File: src/rtl/riscv_divider.sv
`default_nettype none
// ============================================================================
//  Module   : riscv_divider
//  Brief    : Multi-cycle restoring divider for RV32M DIV/DIVU/REM/REMU.
//             One trial subtraction per cycle, valid/ready on both sides.
//  Revision : 1.0 - initial release
// ============================================================================
module riscv_divider #(
    parameter int XLEN = 32
) (
    input  logic            clk,
    input  logic            rst,
    input  logic            in_valid,
    output logic            in_ready,
    input  logic [1:0]      op,
    input  logic [XLEN-1:0] dividend,
    input  logic [XLEN-1:0] divisor,
    output logic            out_valid,
    input  logic            out_ready,
    output logic [XLEN-1:0] result
);

    localparam int              c_CW       = $clog2(XLEN);
    localparam logic [c_CW-1:0] c_CNT_INIT = c_CW'(XLEN - 1);
    localparam logic [XLEN-1:0] c_MIN      = {1'b1, {(XLEN-1){1'b0}}};

    typedef enum logic [2:0] {
        S_IDLE = 3'd0,
        S_PREP = 3'd1,
        S_CALC = 3'd2,
        S_FIX  = 3'd3,
        S_DONE = 3'd4
    } state_t;

    state_t            r_state;
    logic              r_in_ready;
    logic              r_out_valid;
    logic [XLEN-1:0]   r_result;
    logic [1:0]        r_op;
    logic [XLEN-1:0]   r_dvd;
    // Holds the raw divisor until PREP, then its magnitude for the CALC loop.
    logic [XLEN-1:0]   r_dvs;
    // The partial remainder is always below the divisor between iterations,
    // so only the shifted trial value needs the extra (XLEN+1) bit.
    logic [XLEN-1:0]   r_rem;
    logic [XLEN-1:0]   r_quo;
    logic [c_CW-1:0]   r_cnt;
    logic              r_q_neg;
    logic              r_r_neg;

    logic              w_signed;
    logic              w_a_neg;
    logic              w_b_neg;
    logic [XLEN-1:0]   w_abs_a;
    logic [XLEN-1:0]   w_abs_b;
    logic              w_div_zero;
    logic              w_ovf;
    logic [XLEN:0]     w_shift;
    logic [XLEN:0]     w_diff;
    logic [XLEN-1:0]   w_q_fix;
    logic [XLEN-1:0]   w_r_fix;

    // Operand conditioning, trial subtraction and final sign correction.
    always_comb begin
        w_signed   = ~r_op[0];
        w_a_neg    = w_signed & r_dvd[XLEN-1];
        w_b_neg    = w_signed & r_dvs[XLEN-1];
        w_abs_a    = w_a_neg ? -r_dvd : r_dvd;
        w_abs_b    = w_b_neg ? -r_dvs : r_dvs;
        w_div_zero = (r_dvs == '0);
        w_ovf      = w_signed && (r_dvd == c_MIN) && (r_dvs == '1);
        w_shift    = {r_rem, r_quo[XLEN-1]};
        w_diff     = w_shift - {1'b0, r_dvs};
        w_q_fix    = r_q_neg ? -r_quo : r_quo;
        w_r_fix    = r_r_neg ? -r_rem : r_rem;
    end

    // Divider sequencer with registered handshake outputs and result.
    always_ff @(posedge clk) begin
        if (rst) begin
            r_state     <= S_IDLE;
            r_in_ready  <= 1'b1;
            r_out_valid <= 1'b0;
            r_result    <= '0;
            r_op        <= '0;
            r_dvd       <= '0;
            r_dvs       <= '0;
            r_rem       <= '0;
            r_quo       <= '0;
            r_cnt       <= '0;
            r_q_neg     <= 1'b0;
            r_r_neg     <= 1'b0;
        end else begin
            case (r_state)
                S_IDLE: begin
                    if (in_valid) begin
                        r_op       <= op;
                        r_dvd      <= dividend;
                        r_dvs      <= divisor;
                        r_in_ready <= 1'b0;
                        r_state    <= S_PREP;
                    end
                end
                S_PREP: begin
                    if (w_div_zero) begin
                        r_result    <= r_op[1] ? r_dvd : '1;
                        r_out_valid <= 1'b1;
                        r_state     <= S_DONE;
                    end else if (w_ovf) begin
                        r_result    <= r_op[1] ? '0 : c_MIN;
                        r_out_valid <= 1'b1;
                        r_state     <= S_DONE;
                    end else begin
                        r_q_neg <= w_a_neg ^ w_b_neg;
                        r_r_neg <= w_a_neg;
                        r_rem   <= '0;
                        r_quo   <= w_abs_a;
                        r_dvs   <= w_abs_b;
                        r_cnt   <= c_CNT_INIT;
                        r_state <= S_CALC;
                    end
                end
                S_CALC: begin
                    // A borrow out of the top bit means the trial went negative.
                    if (!w_diff[XLEN]) begin
                        r_rem <= w_diff[XLEN-1:0];
                        r_quo <= {r_quo[XLEN-2:0], 1'b1};
                    end else begin
                        r_rem <= w_shift[XLEN-1:0];
                        r_quo <= {r_quo[XLEN-2:0], 1'b0};
                    end
                    if (r_cnt == '0) begin
                        r_state <= S_FIX;
                    end else begin
                        r_cnt <= r_cnt - 1'b1;
                    end
                end
                S_FIX: begin
                    r_result    <= r_op[1] ? w_r_fix : w_q_fix;
                    r_out_valid <= 1'b1;
                    r_state     <= S_DONE;
                end
                S_DONE: begin
                    if (out_ready) begin
                        r_out_valid <= 1'b0;
                        r_in_ready  <= 1'b1;
                        r_state     <= S_IDLE;
                    end
                end
                default: begin
                    r_out_valid <= 1'b0;
                    r_in_ready  <= 1'b1;
                    r_state     <= S_IDLE;
                end
            endcase
        end
    end

    assign in_ready  = r_in_ready;
    assign out_valid = r_out_valid;
    assign result    = r_result;

endmodule
`default_nettype wire

File: config.mk
export PLATFORM = sky130hd
export DESIGN_NAME = riscv_divider
export DESIGN_NICKNAME = d
export VERILOG_FILES = /design/src/rtl/riscv_divider.sv
export SDC_FILE = /design/constraint.sdc
export NUM_CORES = 1
export LEC_CHECK = 0
export ABC_AREA = 0
export ABC_CLOCK_PERIOD_IN_PS = 3900
export CAP_MARGIN = 40
export CORE_MARGIN = 3
export CORE_UTILIZATION = 25
export CTS_CLUSTER_SIZE = 28
export DETAILED_ROUTE_END_ITERATION = 10
export MAX_ROUTING_LAYER = met4
export PLACE_DENSITY = 0.43
export SLEW_MARGIN = 20
export SYNTH_ARGS = -nofsm -noshare
export SYNTH_HDL_FRONTEND = slang
export SYNTH_SLANG_ARGS = --single-unit
File: constraint.sdc
create_clock -name clk -period 3.9 [get_ports clk]
set_clock_uncertainty 0.2 [all_clocks]
set_input_delay 0.78 -clock clk [delete_from_list [all_inputs] [get_ports clk]]
set_output_delay 0.78 -clock clk [all_outputs]
set_load 0.02 [all_outputs]
After elaboration in Yosys (flattened, before gate mapping)
Cells that the tools add are included.
Word-level totals
  bits in registers: 174
  bits of input ports: 70
  logic and storage cells: 98
Cells by class
  add/subtract/negate cells: 6
  eq/ne operators: 14
  mux-type cells: 39
  bitwise operators: 8
  reduce and logical (&&, ||, !) cells: 19
Operators with widths (count)
  32-bit two-way mux: 17
  32-bit case mux with 2 select lines: 4
  32-bit negator: 4
  32-bit == test, second input constant: 2
  33-bit by 32-bit subtractor with 33-bit output: 1
  32-bit logical NOT: 1
  3-bit two-way mux: 5
  5-bit two-way mux: 3
  3-bit case mux with 5 select lines: 1
  3-bit AND reduction: 5
  2-bit inequality test, second input constant: 7
  5-bit case mux with 2 select lines: 1
  3-bit by 2-bit == test with 1-bit output, second input constant: 2
  1-bit two-way mux: 6
  2-bit nonzero test: 3
  5-bit logical NOT: 1
  1-bit inverter: 5
  5-bit AND reduction: 1
  5-bit by 1-bit subtractor with 5-bit output, second input constant: 1
  1-bit case mux with 4 select lines: 1
  2-bit AND reduction: 2
  4-bit AND reduction: 1
  3-bit by 1-bit == test with 1-bit output, second input constant: 1
  3-bit == test, second input constant: 1
  8 further kinds: 10

Depth between registers and ports, before layout
Gate-level depths: netlist of run 1.
  depth in word-level cells: 6
  depth in mapped cells: 14
  gate-level depth less buffers: 11

Worst setup path after synthesis of run 1
OpenSTA, ideal clock, no wires.
  kind: flip-flop to flip-flop
  start: register r_dvs[9]
  end: register r_rem[10]
  library setup time: 0.128 ns
  arrival: 3.111 ns
  data required time: 3.572 ns
  slack: 0.460 ns
  cell stages (with the launch flop): 15
  buffers on the path: 4
  clock period less this slack: 3.440 ns
  cells stage by stage: dfxtp_1 clkbuf_1 inv_1 ha_1 clkbuf_1 a21oi_1 o21bai_1 a22oi_1 nand2_1 o21ai_0 a211o_1 clkbuf_1 clkbuf_1 mux2i_1 o21ai_0
On the way
  longest elaborated chain between the ends: 4
  elaborated cells between the ends (all ways): 9
RTL lines
  start: declaration: RTL line 42  | logic [XLEN-1:0] r_dvs;
  start signal: assignment: RTL line 99  | r_dvs <= divisor;
  start signal: assignment: RTL line 118  | r_dvs <= w_abs_b;
  parallel branches: the longest is 4 deep, another holds 33-bit by 32-bit subtractor with 33-bit output
  end signal: assignment: RTL line 126  | r_rem <= w_diff[XLEN-1:0];
  end signal: assignment: RTL line 129  | r_rem <= w_shift[XLEN-1:0];
  end: declaration: RTL line 45  | logic [XLEN-1:0] r_rem;
Several ways; the timed one is not identified.
A chain may end at the register's enable or synchronous reset.

Worst setup path in the final report of run 1
  start: register r_dvs[16]
  end: register r_dvs[31]
On the way
  longest elaborated chain between the ends: 5
  elaborated cells between the ends (all ways): 11
RTL lines
  32-bit negator: RTL line 69  | w_abs_b = w_b_neg ? -r_dvs : r_dvs;
  32-bit two-way mux: RTL line 69
  32-bit two-way mux: RTL line 109  | end else if (w_ovf) begin
  32-bit two-way mux: RTL line 105  | if (w_div_zero) begin
  32-bit case mux with 2 select lines: RTL line 94  | case (r_state)
Parallel ways exist; a longest one is shown, timed or not. The select of a mux whose other input is x is not followed.

==> run summary, run 1 <==
worst slew pin tran: 0.804 ns
Starting Density: 25.4%
FF+latch count, synth: 174
# diodes: 0
post-synth top area cell: dfxtp_1
Die Height: 224 um
worst relative slew slack: 45.7%
worst r2r src: r_dvs[16]$_SDFFE_PP0P_
run status: complete, no violations
Yosys cell types: 72
via count of the routed design: 12111
Max Freq: 0.279 GHz
hold buffer count at cts: 0
Critical Path End Type: register
Synth top area share: 29.2%
post-synthesis sequential area ratio: 29.2%
pre-CTS worst setup slack: 0.316 ns
die area: 50300 sq um
minimum clock period: 3.58 ns
Final setup viols: 0
Syn-to-layout area delta: 21.1%
H-tree levels: 4
Reg2Reg Depth: 8
routed vias/inst: 5.26
TritonCTS Buffers: 17
clock-pin slew on the worst setup and hold paths: 0.08 ns
Syn Std Cell Area: 11900 sq um
Root Buffer: clkbuf_16
Final #Nets: 1795
Worst Setup SP: r_dvs[16]$_SDFFE_PP0P_
HPWL after detailed placement: 33700 um
Gate Count Post-Synth: 1606
Setup WS post-layout: 0.317 ns
critical path capture point: r_dvs[31]$_SDFFE_PP0P_
RSZ-0062 raised after global routing: false
Critical Path RT: 4.07 ns
io pins: 104
Total Routing Usage GR: 18.3%
CTS tree: built
worst r2r dst: r_dvs[31]$_SDFFE_PP0P_
fin crit share: 91.9%
# Max-Cap Violations: 0
initial antenna violation count: 0
kind of start point of the critical path: register
Wirelength per Cell: 19.4 um
synthesis warning total: 0
worst skew pair latency: 0.47 ns
TritonRoute pass-1 iters: 5
first-pass GRT wire length: 70200 um
Post-synth ARST share: 0%
CP arrival: 3.75 ns
power density over cell area: 414 nW/um^2
Core Region: 46900 sq um
Setup CP Type: register to register
# clock sinks: 174
post-CTS setup buffer count: 0
GRT Residual Overflow: 0
Initial DRC Count: 833
Final Hold Viols: 0
CTS max path bufs: 2
max-slew violation count: 0
worst hold path class: register to register
gpl congestion: 0.843
final wirelength: 44800 um
largest net degree at the start of global routing: 69
Routed Antenna Nets: 0
Leakage: 5.52 nW
# resized after CTS: 0
Top FF cell, synth: dfxtp_1
Area contributors post-synth: dfxtp_1 (29%), nand2_1 (7.5%), a21oi_1 (6.3%)
setup TNS: 0 ns
R2R Setup Slk: 0.32 ns
Port-buffer cells: 103
Die X: 224 um
vias in the first global route: 11788
layout cells sized above 1: 7.37%
Peak VDD IR: 0.313 mV
detailed-route DRC error count: 0
Mean Syn Cell Area: 7.42 sq um
FP Rows: 79
post-synthesis net count: 1716
Post-synth EDFFs: 0
Crit Path Max Fanout: 7
-- layer usage --
metal	up-vias	global-route usage (%)	part of all wire, %
met4	0	5.62	2.4
met5	-	-	0
li1	5986	-	-
met3	48	2.56	3.5
met2	255	28.7	46
met1	5822	24.5	48
-- cells by family after synthesis --
group	after synthesis	share of synthesized area [%]
muxes	33	2.80
buffers and inverters	162	5.28
xor gates and xnor gates	111	8.16
AOI/OAI and AO/OA	485	26.7
and+or+nand+nor	601	23.5
adders and majority gates	40	4.26
DFF	174	29.2
-- how the worst min path moves through the flow --
stage / startpoint / endpoint / depth (start not counted)
after floorplan: r_quo[26]$_SDFFE_PP0P_ / r_quo[26]$_SDFFE_PP0P_ / 2
after global placement: result[29]$_SDFFE_PP0P_ / result[29]$_SDFFE_PP0P_ / 2
after detailed placement: result[29]$_SDFFE_PP0P_ / result[29]$_SDFFE_PP0P_ / 2
after CTS: result[29]$_SDFFE_PP0P_ / result[29]$_SDFFE_PP0P_ / 2
after global routing: result[29]$_SDFFE_PP0P_ / result[29]$_SDFFE_PP0P_ / 2
final: result[29]$_SDFFE_PP0P_ / result[29]$_SDFFE_PP0P_ / 2
-- layout by cell type (no fill, tap or decap), types with 8 or more instances in the layout --
master,count
buf_4,62
clkbuf_16,17
inv_1,52
nand2_1,238
or3_1,16
o211ai_1,19
a21oi_1,149
xnor2_1,52
o41ai_1,13
or4_1,19
o31ai_1,38
xor2_1,59
o21ai_1,15
a21o_1,12
clkdlybuf4s50_1,102
nand4_1,18
mux2i_1,30
nand2b_1,12
a2111oi_0,16
and3_1,14
dfxtp_1,174
a32o_1,18
ha_1,39
a211oi_1,11
o21ai_0,91
a22oi_1,26
a22o_1,8
nor2b_1,11
a31oi_1,12
nor3_1,44
nor4_1,15
nor2_1,138
nand3_1,35
-- cell usage after synthesis (all sizes together), types with 4 or more instances --
cell / instances
o221ai: 4
and3: 14
a211oi: 11
and2: 7
nor3: 45
a22o: 8
ha: 39
nor2b: 12
a211o: 4
nand4: 18
o21bai: 4
a21oi: 149
or4: 23
buf: 22
nand2: 238
a32o: 18
or2: 7
nor4: 15
o211ai: 19
nor2: 140
o31ai: 39
and4: 7
xor2: 59
inv: 52
a221oi: 7
a22oi: 26
o41ai: 14
a32oi: 6
nand3: 35
xnor2: 52
clkbuf: 88
dfxtp: 174
nand2b: 13
o21ai: 106
or3: 16
a2111oi: 16
o22ai: 5
a21o: 12
o311ai: 5
a31oi: 13
mux2i: 30
-- through the flow --
step / instance area (sq um) / total power [mW] / util (%) / hold slack [ns] / cells
finish: 14400 / 5.97 / 30.8 / 0.256 / 2304
global route: 14400 / 6.35 / 30.8 / 0.272 / 2304
CTS: 14400 / 6.04 / 30.8 / 0.255 / 2303
detailed placement: 13800 / 4.24 / 29.5 / 0.236 / 2272
global placement: 13800 / 4.23 / 29.5 / 0.245 / 2272
floorplan: 11900 / 3.54 / - / 0.264 / 1606
-- power breakdown --
part	switching, mW	internal [mW]	total [mW]
logic	1.26	0.795	2.06
registers	0.233	1.92	2.15
clock network	0.850	0.914	1.76
total	2.35	3.63	5.97
-- final cells by class --
type                    count  area (sq um)
fillers                  5111         32400
multi-input cells        1270          7820
clock buffers              19           443
flip-flops and latches    174          3480
repair buffers            170          1600
clock inverters            12           133
well taps                 607           759
inverters                  52           195
-- registers in the layout, summed over array words and instances (netlist names) --
name and count:
r_cnt 5, r_state 3, r_dvd 32, r_quo 32
r_q_neg 1, in_ready 1, out_valid 1, r_dvs 32
r_op 2, r_r_neg 1, result 32, r_rem 32
-- worst max-delay path: stages, from the launching register on --
cell and delay [ns]:
dfxtp_1 0.37, nor4_1 0.66, nand4_1 0.17, or4_1 0.61, or3_1 0.40, or3_1 0.39
o311ai_0 0.28, o21ai_0 0.16, a221oi_2 0.24
(Power assumes the default switching activity.)
==> inputs of run 2 (changes only) <==
- HOLD_SLACK_MARGIN: not set -> 0.02
- RECOVER_POWER: not set -> 100
- SLEW_MARGIN: 20 -> not set
==> run 2 against run 1 <==
  * The run now ends with max-capacitance violations, max-slew violations left
  * Largest power group unchanged
  * Total power down 0.44%
  * Critical path depth up 2
  * Combinational power about the same
  * First-iteration DRC count up 18%
==> run summary, run 2 (synthesis gave the netlist of run 1 again) <==
fin crit share: 94.0% (was 91.9%)
Crit Path Max Fanout: 32 (was 7)
Sw Ratio: 39.3% (about the same)
Setup WS post-layout: 0.233 ns (was 0.317 ns)
power density over cell area: 414 nW/um^2 (about the same)
Final setup viols: 0 (unchanged)
P_int: 3.61 mW (was 3.63 mW)
# diodes: 0 (unchanged)
layout cells sized above 1: 7.02% (was 7.37%)
Critical Path End Type: register (unchanged)
worst relative slew slack: -18.3% (was 45.7%)
Port-buffer cells: 103 (unchanged)
Starting Density: 25.4% (unchanged)
worst slew pin tran: 1.77 ns (was 0.804 ns)
RSZ-0062 raised after global routing: false (unchanged)
Setup CP Type: register to register (unchanged)
Seq pwr share: 36.3% (was 36.0%)
Hold Startpoint: result[29]$_SDFFE_PP0P_ (unchanged)
# resized after CTS: 0 (unchanged)
Die X: 224 um (unchanged)
GRT Residual Overflow: 0 (unchanged)
CTS tree: built (unchanged)
hold buffer count at cts: 0 (unchanged)
CTS max path bufs: 2 (unchanged)
Final Hold Viols: 0 (unchanged)
Reg2Reg Depth: 10 (was 8)
pre-CTS worst setup slack: 0.316 ns (unchanged)
Total Routing Usage GR: 18.3% (unchanged)
commonest cells after routing, fill and taps aside: nand2_1 (238), dfxtp_1 (174), a21oi_1 (149) (unchanged)
initial antenna violation count: 0 (unchanged)
Max Freq: 0.273 GHz (was 0.279 GHz)
H-tree levels: 4 (unchanged)
Final #Nets: 1794 (was 1795)
worst r2r dst: r_rem[25]$_SDFFE_PP0P_ (was r_dvs[31]$_SDFFE_PP0P_)
Core Region: 46900 sq um (unchanged)
HPWL after detailed placement: 33700 um (unchanged)
Worst Hold Depth: 2 (unchanged)
Peak VDD IR: 0.311 mV (was 0.313 mV)
die area: 50300 sq um (unchanged)
kind of start point of the critical path: register (unchanged)
Hold Path Sink: result[29]$_SDFFE_PP0P_ (unchanged)
post-CTS setup buffer count: 0 (unchanged)
gpl congestion: 0.843 (unchanged)
Initial DRC Count: 981 (was 833)
via count of the routed design: 12135 (was 12111)
routed length on met2: 20700 um (about the same)
met1 wire length: 21200 um (was 21400 um)
largest net degree at the start of global routing: 69 (unchanged)
Clk network pwr share: 29.6% (was 29.5%)
final wirelength: 44700 um (was 44800 um)
TritonCTS Buffers: 17 (unchanged)
failing checks: max-capacitance violations, max-slew violations
R2R Setup Slk: 0.23 ns (was 0.32 ns)
routed vias/inst: 5.27 (was 5.26)
final design utilization: 30.7% (was 30.8%)
Wirelength per Cell: 19.4 um (about the same)
CP arrival: 3.87 ns (was 3.75 ns)
Syn-to-layout area delta: 20.6% (was 21.1%)
worst r2r src: r_dvd[19]$_SDFFE_PP0P_ (was r_dvs[16]$_SDFFE_PP0P_)
minimum clock period: 3.67 ns (was 3.58 ns)
detailed-route DRC error count: 0 (unchanged)
clock-pin slew on the worst setup and hold paths: 0.07 ns (was 0.08 ns)
commonest non-fill, non-tap cell in the layout: nand2_1 (unchanged)
TritonRoute pass-1 iters: 5 (unchanged)
# clock sinks: 174 (unchanged)
Critical Path RT: 4.10 ns (was 4.07 ns)
vias in the first global route: 11788 (unchanged)
routed length on met3: 1620 um (was 1590 um)
setup TNS: 0 ns (unchanged)
Root Buffer: clkbuf_16 (unchanged)
FP Rows: 79 (unchanged)
Routed Antenna Nets: 0 (unchanged)
max-slew violation count: 37 (was 0)
Leakage: 5.61 nW (was 5.52 nW)
worst skew pair latency: 0.47 ns (about the same)
# Max-Cap Violations: 1 (was 0)
sw power: 2.34 mW (was 2.35 mW)
worst hold path class: register to register (unchanged)
Gate power share: 34.1% (was 34.4%)
Die Height: 224 um (unchanged)
first-pass GRT wire length: 70200 um (unchanged)
top routing layer in use: met4 (unchanged)
run status: finished with violations (was complete, no violations)
io pins: 104 (unchanged)
==> run 2: changes by cell type in the layout (fill, tap and decap cells not counted), moves of 4 or more <==
| cell | previous run | this run |
|---|---|---|
| buf_4 | 62 | 58 |
| clkdlybuf4s50_1 | 102 | 67 |
| dlygate4sd3_1 | 0 | 35 |
| o21ai_0 | 91 | 96 |
| o21ai_1 | 15 | 10 |
==> run 2: worst max-delay path by stage <==
stage	from	endpoint	slack, ns	cells after the start
6_report	r_dvd[19]$_SDFFE_PP0P_	r_rem[25]$_SDFFE_PP0P_	0.23	10
5_1_grt	r_dvd[19]$_SDFFE_PP0P_	r_rem[25]$_SDFFE_PP0P_	0.07	10
4_1_cts	r_rem[2]$_SDFFE_PP0P_	result[26]$_SDFFE_PP0P_	0.32	8
3_5_place_dp	r_rem[2]$_SDFFE_PP0P_	result[26]$_SDFFE_PP0P_	0.32	8
3_3_place_gp	r_dvd[17]$_SDFFE_PP0P_	r_quo[0]$_SDFFE_PP0P_	0.30	8
2_1_floorplan	r_dvs[9]$_SDFFE_PP0P_	r_rem[10]$_SDFFE_PP0P_	0.46	14
==> run 2: power groups by stage <==
stage	logic (mW)	clock network [mW]	registers, mW
floorplan	1.44	0	2.10
global route	2.26	1.88	2.18
global placement	2.04	0	2.19
finish	2.03	1.76	2.16
CTS	2.06	1.82	2.15
detailed placement	2.05	0	2.19
==> run 2: layer usage <==
metal	track usage, %	up-vias
li1	-	5980
met1	24.5	5842
met2	28.7	261
met3	2.56	52
met4	5.62	0
met5	-	-
==> run 2: through the flow <==
step           instances  area [sq um]  power [mW]  hold slack (ns)
2_1_floorplan       1606         11900        3.54            0.264
3_3_place_gp        2272         13800        4.23            0.245
3_5_place_dp        2272         13800        4.24            0.236
4_1_cts             2303         14400        6.04            0.255
5_1_grt             2303         14400        6.33            0.270
6_report            2303         14400        5.95            0.254
==> run 2: layout make-up <==
type	count	area (sq um)
Tap cell	607	759
Multi-Input combinational cell	1270	7800
Sequential cell	174	3480
Clock buffer	19	443
Timing Repair Buffer	169	1550
Inverter	52	195
Fill cell	5122	32500
Clock inverter	12	133
==> run 2: critical path, cell delays in order, from the launching register on <==
cell	delay (ns)
dfxtp_1	0.37
or4_4	0.52
or4_4	0.47
or4_1	0.64
o21ai_0	0.27
buf_4	0.17
o21ai_0	0.14
nor2_2	0.13
clkbuf_4	0.39
a32o_1	0.19
a21o_1	0.08
==> inputs of run 3 (changes only) <==
- SKIP_LAST_GASP: not set -> 1
==> results of run 3 <==
The final DEF is identical to that of run 2; final timing and power are the same.
